$ cat src/rtl/pll_mdrp_pkg.sv
// Shared types and constants for the PLLA MDRP reconfiguration sequencer.
package pll_mdrp_pkg;

  // Sequencer states; the read-back states are only reachable with PLL_MDRP_VERIFY_EN.
  typedef enum logic [3:0] {
    StIdle,
    StAddr,
    StData,
    StGap,
    StRaddr,
    StRwait,
    StRchk,
    StHold,
    StWaitLock,
    StDone,
    StErr
  } state_e;

  // MDRP opcodes.
  localparam logic [1:0] OPC_NOP   = 2'b00;
  localparam logic [1:0] OPC_WRITE = 2'b01;
  localparam logic [1:0] OPC_READ  = 2'b10;

  // Table entry layout: {addr[7:0], data[7:0]}.
  localparam int unsigned ENTRY_W        = 16;
  localparam int unsigned ENTRY_ADDR_LSB = 8;
  localparam int unsigned ENTRY_DATA_LSB = 0;

  function automatic int unsigned clog2_min1(input int unsigned v);
    return (v > 1) ? $clog2(v) : 1;
  endfunction

  function automatic logic [7:0] entry_addr(input logic [ENTRY_W-1:0] ent);
    return ent[ENTRY_ADDR_LSB +: 8];
  endfunction

  function automatic logic [7:0] entry_data(input logic [ENTRY_W-1:0] ent);
    return ent[ENTRY_DATA_LSB +: 8];
  endfunction

endpackage

$ cat src/rtl/lock_sync.sv
// lock_sync: two-flop synchroniser for an asynchronous PLL lock level.
module lock_sync (
  input  logic clk_i,
  input  logic resetn_i,
  input  logic d_i,
  output logic q_o
);

  logic meta_q, meta_d;
  logic sync_q, sync_d;

  // Next state: shift the raw level through two stages.
  always_comb begin
    meta_d = d_i;
    sync_d = meta_q;
  end

  // Synchronous active-low reset clears both stages.
  always_ff @(posedge clk_i) begin
    if (!resetn_i) begin
      meta_q <= 1'b0;
      sync_q <= 1'b0;
    end else begin
      meta_q <= meta_d;
      sync_q <= sync_d;
    end
  end

  assign q_o = sync_q;

endmodule

$ cat src/rtl/pll_mdrp_seq.sv
// pll_mdrp_seq: holds a PLLA in reset, writes one mode's register set over MDRP, releases
// reset and waits for lock with a timeout.
// Build option PLL_MDRP_VERIFY_EN: each register is read back after writing and a
// mismatch aborts the sequence with err.
module pll_mdrp_seq
  import pll_mdrp_pkg::*;
#(
  parameter int unsigned NUM_MODES     = 2,
  parameter int unsigned REGS_PER_MODE = 8,
  parameter int unsigned RESET_CYCLES  = 16,
  parameter int unsigned LOCK_TIMEOUT  = 1048576,
  parameter int unsigned MODE_W        = (NUM_MODES > 1) ? $clog2(NUM_MODES) : 1
) (
  input  logic                                        clk,
  input  logic                                        resetn,
  input  logic [NUM_MODES*REGS_PER_MODE*ENTRY_W-1:0]  mode_tbl,
  input  logic                                        req,
  input  logic [MODE_W-1:0]                           mode_sel,
  output logic                                        busy,
  output logic                                        done,
  output logic                                        err,
  output logic [MODE_W-1:0]                           cur_mode,
  output logic                                        locked,
  output logic                                        pll_reset,
  input  logic                                        pll_lock,
  output logic [1:0]                                  md_opc,
  output logic                                        md_ainc,
  output logic [7:0]                                  md_wdi,
  input  logic [7:0]                                  md_rdo
);

  localparam int unsigned NumEnt = NUM_MODES * REGS_PER_MODE;
  localparam int unsigned IdxW   = clog2_min1(REGS_PER_MODE);
  localparam int unsigned RstW   = clog2_min1(RESET_CYCLES);
  localparam int unsigned TmoW   = clog2_min1(LOCK_TIMEOUT);

  localparam logic [IdxW-1:0] IdxLast = IdxW'(REGS_PER_MODE - 1);
  localparam logic [IdxW-1:0] IdxOne  = IdxW'(1);
  localparam logic [RstW-1:0] RstLast = RstW'(RESET_CYCLES - 1);
  localparam logic [RstW-1:0] RstOne  = RstW'(1);
  localparam logic [TmoW-1:0] TmoLast = TmoW'(LOCK_TIMEOUT - 1);
  localparam logic [TmoW-1:0] TmoOne  = TmoW'(1);

  state_e            state_q, state_d;
  logic [MODE_W-1:0] mode_q, mode_d;
  logic [IdxW-1:0]   idx_q, idx_d;
  logic [RstW-1:0]   rst_cnt_q, rst_cnt_d;
  logic [TmoW-1:0]   tmo_q, tmo_d;
  logic              busy_q, busy_d;
  logic              done_q, done_d;
  logic              err_q, err_d;
  logic [MODE_W-1:0] cur_mode_q, cur_mode_d;
  logic              pll_reset_q, pll_reset_d;
  logic [1:0]        md_opc_q, md_opc_d;
  logic [7:0]        md_wdi_q, md_wdi_d;

  logic [ENTRY_W-1:0] start_ent, cur_ent, next_ent;
  logic               mode_ok;
  logic               rst_full;
  logic [RstW-1:0]    rst_inc;
  logic               reg_end;

  // Out-of-range indices fold to entry 0 so a bad mode_sel never reads past the table.
  function automatic logic [ENTRY_W-1:0] entry_at(input logic [MODE_W-1:0] m,
                                                   input logic [IdxW-1:0]   i);
    int unsigned e;
    e = 32'(m) * REGS_PER_MODE + 32'(i);
    if (e >= NumEnt) e = 0;
    return mode_tbl[e*ENTRY_W +: ENTRY_W];
  endfunction

  lock_sync u_lock_sync (
    .clk_i    (clk),
    .resetn_i (resetn),
    .d_i      (pll_lock),
    .q_o      (locked)
  );

  assign start_ent = entry_at(mode_sel, '0);
  assign cur_ent   = entry_at(mode_q, idx_q);
  assign next_ent  = entry_at(mode_q, idx_q + IdxOne);
  assign mode_ok   = (32'(mode_sel) < NUM_MODES);
  // rst_cnt_q counts completed high cycles minus one; saturates once the minimum is met.
  assign rst_full  = (rst_cnt_q == RstLast);
  assign rst_inc   = rst_full ? rst_cnt_q : rst_cnt_q + RstOne;

`ifndef PLL_MDRP_VERIFY_EN
  logic unused_rdo;
  assign unused_rdo = ^md_rdo;
`endif

  // Next-state and registered-output logic; outputs describe the state being entered.
  always_comb begin
    state_d     = state_q;
    mode_d      = mode_q;
    idx_d       = idx_q;
    rst_cnt_d   = rst_cnt_q;
    tmo_d       = tmo_q;
    busy_d      = busy_q;
    done_d      = 1'b0;
    err_d       = err_q;
    cur_mode_d  = cur_mode_q;
    pll_reset_d = pll_reset_q;
    md_opc_d    = OPC_NOP;
    md_wdi_d    = '0;
    reg_end     = 1'b0;

    if (pll_reset_q) rst_cnt_d = rst_inc;

    unique case (state_q)
      StIdle: begin
        if (req) begin
          if (mode_ok) begin
            state_d     = StAddr;
            mode_d      = mode_sel;
            idx_d       = '0;
            rst_cnt_d   = '0;
            err_d       = 1'b0;
            busy_d      = 1'b1;
            pll_reset_d = 1'b1;
            md_opc_d    = OPC_WRITE;
            md_wdi_d    = entry_addr(start_ent);
          end else begin
            err_d = 1'b1;
          end
        end
      end
      StAddr: begin
        state_d  = StData;
        md_wdi_d = entry_data(cur_ent);
      end
`ifdef PLL_MDRP_VERIFY_EN
      StData: begin
        state_d  = StRaddr;
        md_opc_d = OPC_READ;
        md_wdi_d = entry_addr(cur_ent);
      end
      StRaddr: state_d = StRwait;
      StRwait: state_d = StRchk;
      StRchk: begin
        if (md_rdo != entry_data(cur_ent)) begin
          state_d     = StErr;
          err_d       = 1'b1;
          busy_d      = 1'b0;
          pll_reset_d = 1'b0;
        end else begin
          reg_end = 1'b1;
        end
      end
`else
      StData: state_d = StGap;
      StGap:  reg_end = 1'b1;
`endif
      StHold: begin
        if (rst_full) begin
          state_d     = StWaitLock;
          pll_reset_d = 1'b0;
          tmo_d       = '0;
        end
      end
      StWaitLock: begin
        if (locked) begin
          state_d    = StDone;
          done_d     = 1'b1;
          cur_mode_d = mode_q;
          busy_d     = 1'b0;
        end else if (tmo_q == TmoLast) begin
          state_d     = StErr;
          err_d       = 1'b1;
          busy_d      = 1'b0;
          pll_reset_d = 1'b0;
        end else begin
          tmo_d = tmo_q + TmoOne;
        end
      end
      StDone:  state_d = StIdle;
      StErr:   state_d = StIdle;
      default: state_d = StIdle;
    endcase

    // End of one register: next register, or skip HOLD when reset has been high long enough.
    if (reg_end) begin
      if (idx_q != IdxLast) begin
        state_d  = StAddr;
        idx_d    = idx_q + IdxOne;
        md_opc_d = OPC_WRITE;
        md_wdi_d = entry_addr(next_ent);
      end else if (rst_full) begin
        state_d     = StWaitLock;
        pll_reset_d = 1'b0;
        tmo_d       = '0;
      end else begin
        state_d = StHold;
      end
    end
  end

  // State and output registers with synchronous active-low reset.
  always_ff @(posedge clk) begin
    if (!resetn) begin
      state_q     <= StIdle;
      mode_q      <= '0;
      idx_q       <= '0;
      rst_cnt_q   <= '0;
      tmo_q       <= '0;
      busy_q      <= 1'b0;
      done_q      <= 1'b0;
      err_q       <= 1'b0;
      cur_mode_q  <= '0;
      pll_reset_q <= 1'b0;
      md_opc_q    <= OPC_NOP;
      md_wdi_q    <= '0;
    end else begin
      state_q     <= state_d;
      mode_q      <= mode_d;
      idx_q       <= idx_d;
      rst_cnt_q   <= rst_cnt_d;
      tmo_q       <= tmo_d;
      busy_q      <= busy_d;
      done_q      <= done_d;
      err_q       <= err_d;
      cur_mode_q  <= cur_mode_d;
      pll_reset_q <= pll_reset_d;
      md_opc_q    <= md_opc_d;
      md_wdi_q    <= md_wdi_d;
    end
  end

  assign busy      = busy_q;
  assign done      = done_q;
  assign err       = err_q;
  assign cur_mode  = cur_mode_q;
  assign pll_reset = pll_reset_q;
  assign md_opc    = md_opc_q;
  assign md_ainc   = 1'b0;
  assign md_wdi    = md_wdi_q;

endmodule
$ cat config.mk
export PLATFORM = sky130hd
export DESIGN_NAME = pll_mdrp_seq
export DESIGN_NICKNAME = d
export VERILOG_FILES = /design/src/rtl/pll_mdrp_pkg.sv /design/src/rtl/lock_sync.sv /design/src/rtl/pll_mdrp_seq.sv
export SDC_FILE = /design/constraint.sdc
export NUM_CORES = 1
export LEC_CHECK = 0
export CAP_MARGIN = 20
export CORE_UTILIZATION = 30
export DETAILED_ROUTE_END_ITERATION = 7
export PLACE_DENSITY_LB_ADDON = 0.2
export SLEW_MARGIN = 20
export SYNTH_ARGS = -nofsm -noshare
export SYNTH_HDL_FRONTEND = slang
export SYNTH_SLANG_ARGS = --single-unit
export TNS_END_PERCENT = 30
$ cat constraint.sdc
create_clock -name clk -period 3.5 [get_ports clk]
set_clock_uncertainty 0.05 [all_clocks]
set_input_delay 0.525 -clock clk [delete_from_list [all_inputs] [get_ports clk]]
set_output_delay 0.525 -clock clk [all_outputs]
set_load 0.05 [all_outputs]
; Word-level counts from Yosys, hierarchy flattened
; Index checks and enable logic that the tools add are counted.
[word_totals]
ff_bits = 49
input_bits = 269
elab_cells = 101
output_inout_bits = 17
[op_classes]
addsub = 5
magnitude_cmp = 3
mux = 52
reduce_logical = 8
n_eq_ne = 16
shift = 3
[ops]
columns = cell, n
row1 = indexed part select 256 x 33 -> 16 bit, 2
row2 = indexed part select 256 x 33 -> 8 bit, 1
row3 = two-way mux 20 bit, 6
row4 = two-way mux 4 bit, 12
row5 = one-hot mux 20 bit (2 select lines), 1
row6 = two-way mux 8 bit, 3
row7 = one-hot mux 4 bit (6 select lines), 1
row8 = "adder 20 x 1 -> 20 bit, second input constant", 1
row9 = "equality test 20 bit, second input constant", 1
row10 = two-way mux 1 bit, 17
row11 = one-hot mux 8 bit (2 select lines), 1
row12 = two-way mux 3 bit, 4
row13 = adder 4 x 3 -> 5 bit, 2
row14 = ">= comparator 5 bit, second input constant", 2
row15 = two-way mux 5 bit, 2
row16 = "inequality test 3 bit, second input constant", 3
row17 = "equality test 4 x 2 -> 1 bit, second input constant", 2
row18 = "equality test 4 bit, second input constant", 2
row19 = "inequality test 2 bit, second input constant", 4
row20 = AND reduction 4 bit, 2
row21 = AND reduction 2 bit, 3
row22 = ">= comparator 4 x 5 -> 1 bit, second input constant", 1
row23 = "adder 4 x 1 -> 4 bit, second input constant", 1
row24 = "equality test 4 x 1 -> 1 bit, second input constant", 1
row25 = other kinds (10), 12

; Logic depth before layout (Yosys ltp)
[logic_depth]
word_depth = 7
depth_mapped = 9
mapped_depth_nobuf = 7

; By module
; From an unflattened synthesis, not the netlist that was laid out.
[hier_totals]
cells_unflattened = 437
hier_area_um2 = 4448.0
[by_module_without_submodules]
columns = module, seq_area_each_um2, cells_each, instances, area_each_um2
row1 = pll_mdrp_seq, 920.9, 433, 1, 4395.5
row2 = lock_sync, 40.0, 4, 1, 52.6

; Worst setup path before layout
; Ideal clock, no wire load.
[synth_timing]
path_type = flip-flop to flip-flop
start = reg idx_q[0]
end = reg md_wdi_q[5] (netlist: md_wdi[5])
path_stages_with_launch = 9
period_less_slack_ps = 2451
arrival_time_ps = 2281
n_path_buf = 2
path_slack_ps = 1049
path_cell_list = dfxtp_1 > ha_1 > ha_1 > clkbuf_1 > buf_1 > mux4_2 > mux2i_1 > o22ai_1 > o31a_1
[synth_between]
elab_chain_len = 7
word_cells_on_any_way = 13
cone_classes = 3 x add/sub / 2 x order compare / 1 x eq/ne / 2 x shift / 5 x mux
[synth_rtl]
columns = item, line
row1 = "start, declared", pll_mdrp_seq.sv:46  ; logic [IdxW-1:0] idx_q, idx_d;
row2 = "start signal, assigned", pll_mdrp_seq.sv:216  ; idx_q <= idx_d;
row3 = adder 3 x 1 -> 3 bit / adder 4 x 3 -> 5 bit (equally long branches), "pll_mdrp_seq.sv:81, pll_mdrp_seq.sv:67"
row4 = adder 4 x 3 -> 5 bit / >= comparator 5 bit (equally long branches), "pll_mdrp_seq.sv:67, pll_mdrp_seq.sv:68"
row5 = >= comparator 5 bit / two-way mux 5 bit (equally long branches), pll_mdrp_seq.sv:68  ; if (e >= NumEnt) e = 0;
row6 = two-way mux 5 bit / indexed part select 256 x 33 -> 8 bit (equally long branches), "pll_mdrp_seq.sv:68, pll_mdrp_seq.sv:69"
row7 = indexed part select 256 x 33 -> 16 bit / one-hot mux 8 bit (2 select lines) (equally long branches), "pll_mdrp_seq.sv:69, pll_mdrp_seq.sv:110"
row8 = two-way mux 8 bit, pll_mdrp_seq.sv:183  ; if (idx_q != IdxLast) begin
row9 = two-way mux 8 bit (*), pll_mdrp_seq.sv:182  ; if (reg_end) begin
row10 = "end signal, assigned", pll_mdrp_seq.sv:225  ; md_wdi_q <= md_wdi_d;
row11 = "end, declared", pll_mdrp_seq.sv:55  ; logic [7:0] md_wdi_q, md_wdi_d;
; Every way passes the cells marked *; elsewhere a longest branch is shown, timed or not.
; A chain may end at the register's enable or synchronous reset.

; Final worst setup path
[layout_timing]
start = reg u_lock_sync.sync_q (netlist: u_lock_sync.q_o)
end = out locked
[layout_lines]
columns = item, line
row1 = "start, declared", lock_sync.sv:10  ; logic sync_q, sync_d;
row2 = "start signal, assigned", lock_sync.sv:25  ; sync_q <= sync_d;
row3 = "end, declared", pll_mdrp_seq.sv:23  ; output logic locked,
; No word-level cell between the ends.

==> impl_results.md <==
- Status: finished clean
- Worst Setup End Kind: output port
- Register area share after synthesis: 21.48%
- Syn Inst Count: 447
- Minimum clock period after layout: 2.475 ns
- Arrival time worst endpoint: 1.90 ns
- FMAX: 0.4040 GHz
- #FFs+latches synth: 48
- Setup bufs post-CTS: 0
- Die footprint: 15410 µm²
- Area grow syn2layout: 68.43%
- Gr ovfl total: 0
- Commonest non-fill, non-tap cell in the layout: clkdlybuf4s50_1
- Period utilisation layout: 70.72%
- Core Util, Final: 51.85%
- CTS root buf: clkbuf_16
- Maximum VDD drop: 0.0001876 V
- Post-synth EDFFs: 0
- Total CTS buffers: 5
- Std-Cell Rows: 44
- DIE HEIGHT: 124.1 µm
- Critical path type: flip-flop to output port
- Worst Tran Pin Value: 0.8900 ns
- Total power: 1.771 mW
- Warnings from Yosys: 0
- Die Span X: 124.1 µm
- Final ANT Viol Nets: 0
- CP cell instances: clkdlybuf4s50_1
- Routed length per instance: 21.45 µm
- Fill count: 1364
- Async SR Flop Fraction: 0%
- Slew margin rel.: 40.12%
- Ratio of cells with drive above 1 in the final layout: 13.37%
- Setup TNS Final: 0 ns
- Global Route Usage Sum: 24.99%
- I/O Buffers: 275
- Hold_buf cts: 0
- DRC violations left: 0
- Flip-flop and latch area: 964.7 µm²
- Post-Syn Area: 4474 µm²
- Unrepaired setup endpoints after global routing: no
- Family with the most delay on the worst path: buffers and inverters
- PD cells: 235.0 nW/µm²
- Via density: 5.573
- Core area: 14530 µm²
- Syn Area/Cell: 10.01 µm²
- Largest net degree at the start of global routing: 46
- Most frequent cells in the layout: clkdlybuf4s50_1, mux4_2, dfxtp_1, nand2_1
- Max Cap Violations: 0
- Post-route cell area: 7536 µm²
- Max Buffers Root-to-Sink: 2
- Resize count post-CTS: 0
- Sink Count: 48
- Number of I/O pins: 286
- GP Congestion: 0.8826
- Hold Crit Class: flip-flop to flip-flop
- Final Net Count: 975
- Hpwl dp: 16.18 mm
- Multi-input gate area: 3277 µm²
- Post-synthesis cell type count: 57
- CP bufs+invs: 1
- First-pass GRT wire length: 28.00 mm
- H-tree lvl count: 2
- Drt first pass iters: 5
- CP max stage cell: clkdlybuf4s50_1
- Critical path's largest stage delay: 0.92 ns
- CP Max Fanout: 14
- Placed instance area: 7367 µm²
- Antenna violations before repair: 4
- Vias: 4954
- Endpoints failing hold: 0
- Routed wire length: 19.07 mm
- Worst-Skew Late Latency: 0.29 ns
- Startpoint Class: flip-flop
- Clock Pin Slew Worst Setup and Hold Paths: 0.06 ns
- Vias in the first global route: 4972
- CP Data Required Time: 2.92 ns
- Post-synth top flop: dfxtp_1
- Setup violators final: 0
- CTS tree: built
- Fin. max-slew vios: 0
- DRT iter0 DRCs: 287
- Initial Util: 30.79%
- Leakage: 2.513 nW
## final cells by class
type	instances	share of cell area, %
clock buffer	6	1.710
sequential	48	12.80
timing repair buffer	286	37.62
antenna	2	0.06641
clock inverter	2	0.4649
tap	184	3.055
inverter	16	0.7969
multi-input combinational	345	43.48
## layer usage
layer  up-vias  global-route usage [%]  share of wire, %
met3        26                   7.921               7.1
met4         6                   6.473               2.1
met1      2424                   29.23                39
li1       2305                       -                 -
met2       193                   43.82                52
met5         -                       0              0.23
## cell families after synthesis
kind of cell	count (synthesis)	synth area share (%)
AND/OR/NAND/NOR	145	17.34
flip-flops	48	21.48
XOR/XNOR	2	0.3916
AO/OA/AOI/OAI	100	15.69
adder cells (fa/ha/maj)	4	1.119
buffers and inverters	55	5.369
multiplexers	92	38.53
other	1	0.08381
## sequential cells by signal (all words and copies together) (netlist names)
name                flops
busy                    1
err                     1
md_opc                  1
idx_q                   3
done                    1
md_wdi                  8
tmo_q                  20
u_lock_sync.meta_q      1
cur_mode                1
state_q                 4
rst_cnt_q               4
mode_q                  1
pll_reset               1
u_lock_sync.q_o         1
## through the flow
stage               instances  hold WS, ns  worst slack [ns]
floorplan                 448       0.3619             1.049
global placement          879       0.3682            0.9721
detailed placement        879       0.3748            0.9358
CTS                       887       0.3895             1.014
global route              888       0.4020            0.8430
finish                    889       0.3851             1.025
## path summary, 6_finish.rpt
check                                       end                from  slack [ns]  cells past startpoint
worst max-delay path                     locked     u_lock_sync.q_o        1.02                      1
worst min-delay path            u_lock_sync.q_o  u_lock_sync.meta_q        0.39                      1
worst max register to register       state_q[0]            tmo_q[0]        1.03                      6
worst min register to register  u_lock_sync.q_o  u_lock_sync.meta_q        0.39                      1
## power breakdown
part | internal, mW | leakage, nW | switching, mW
clock | 0.336 | 0.0809 | 0.206
sequential | 0.565 | 0.391 | 0.0189
combinational | 0.412 | 2.04 | 0.233
## Yosys cell counts (8+ instances only)
cell | number | area share, %
clkbuf_1 | 18 | 1.5
nor2_1 | 26 | 2.2
mux2i_1 | 26 | 5.8
a31oi_1 | 8 | 1.1
inv_1 | 16 | 1.3
dfxtp_1 | 48 | 21
nand3_1 | 24 | 2.7
buf_2 | 15 | 1.7
nand2_1 | 28 | 2.3
nor2b_1 | 11 | 1.5
a211oi_1 | 15 | 2.5
mux4_2 | 64 | 32
a21oi_1 | 16 | 1.8
nor3_1 | 17 | 1.9
o21ai_0 | 14 | 1.6
(Power assumes the default switching activity.)
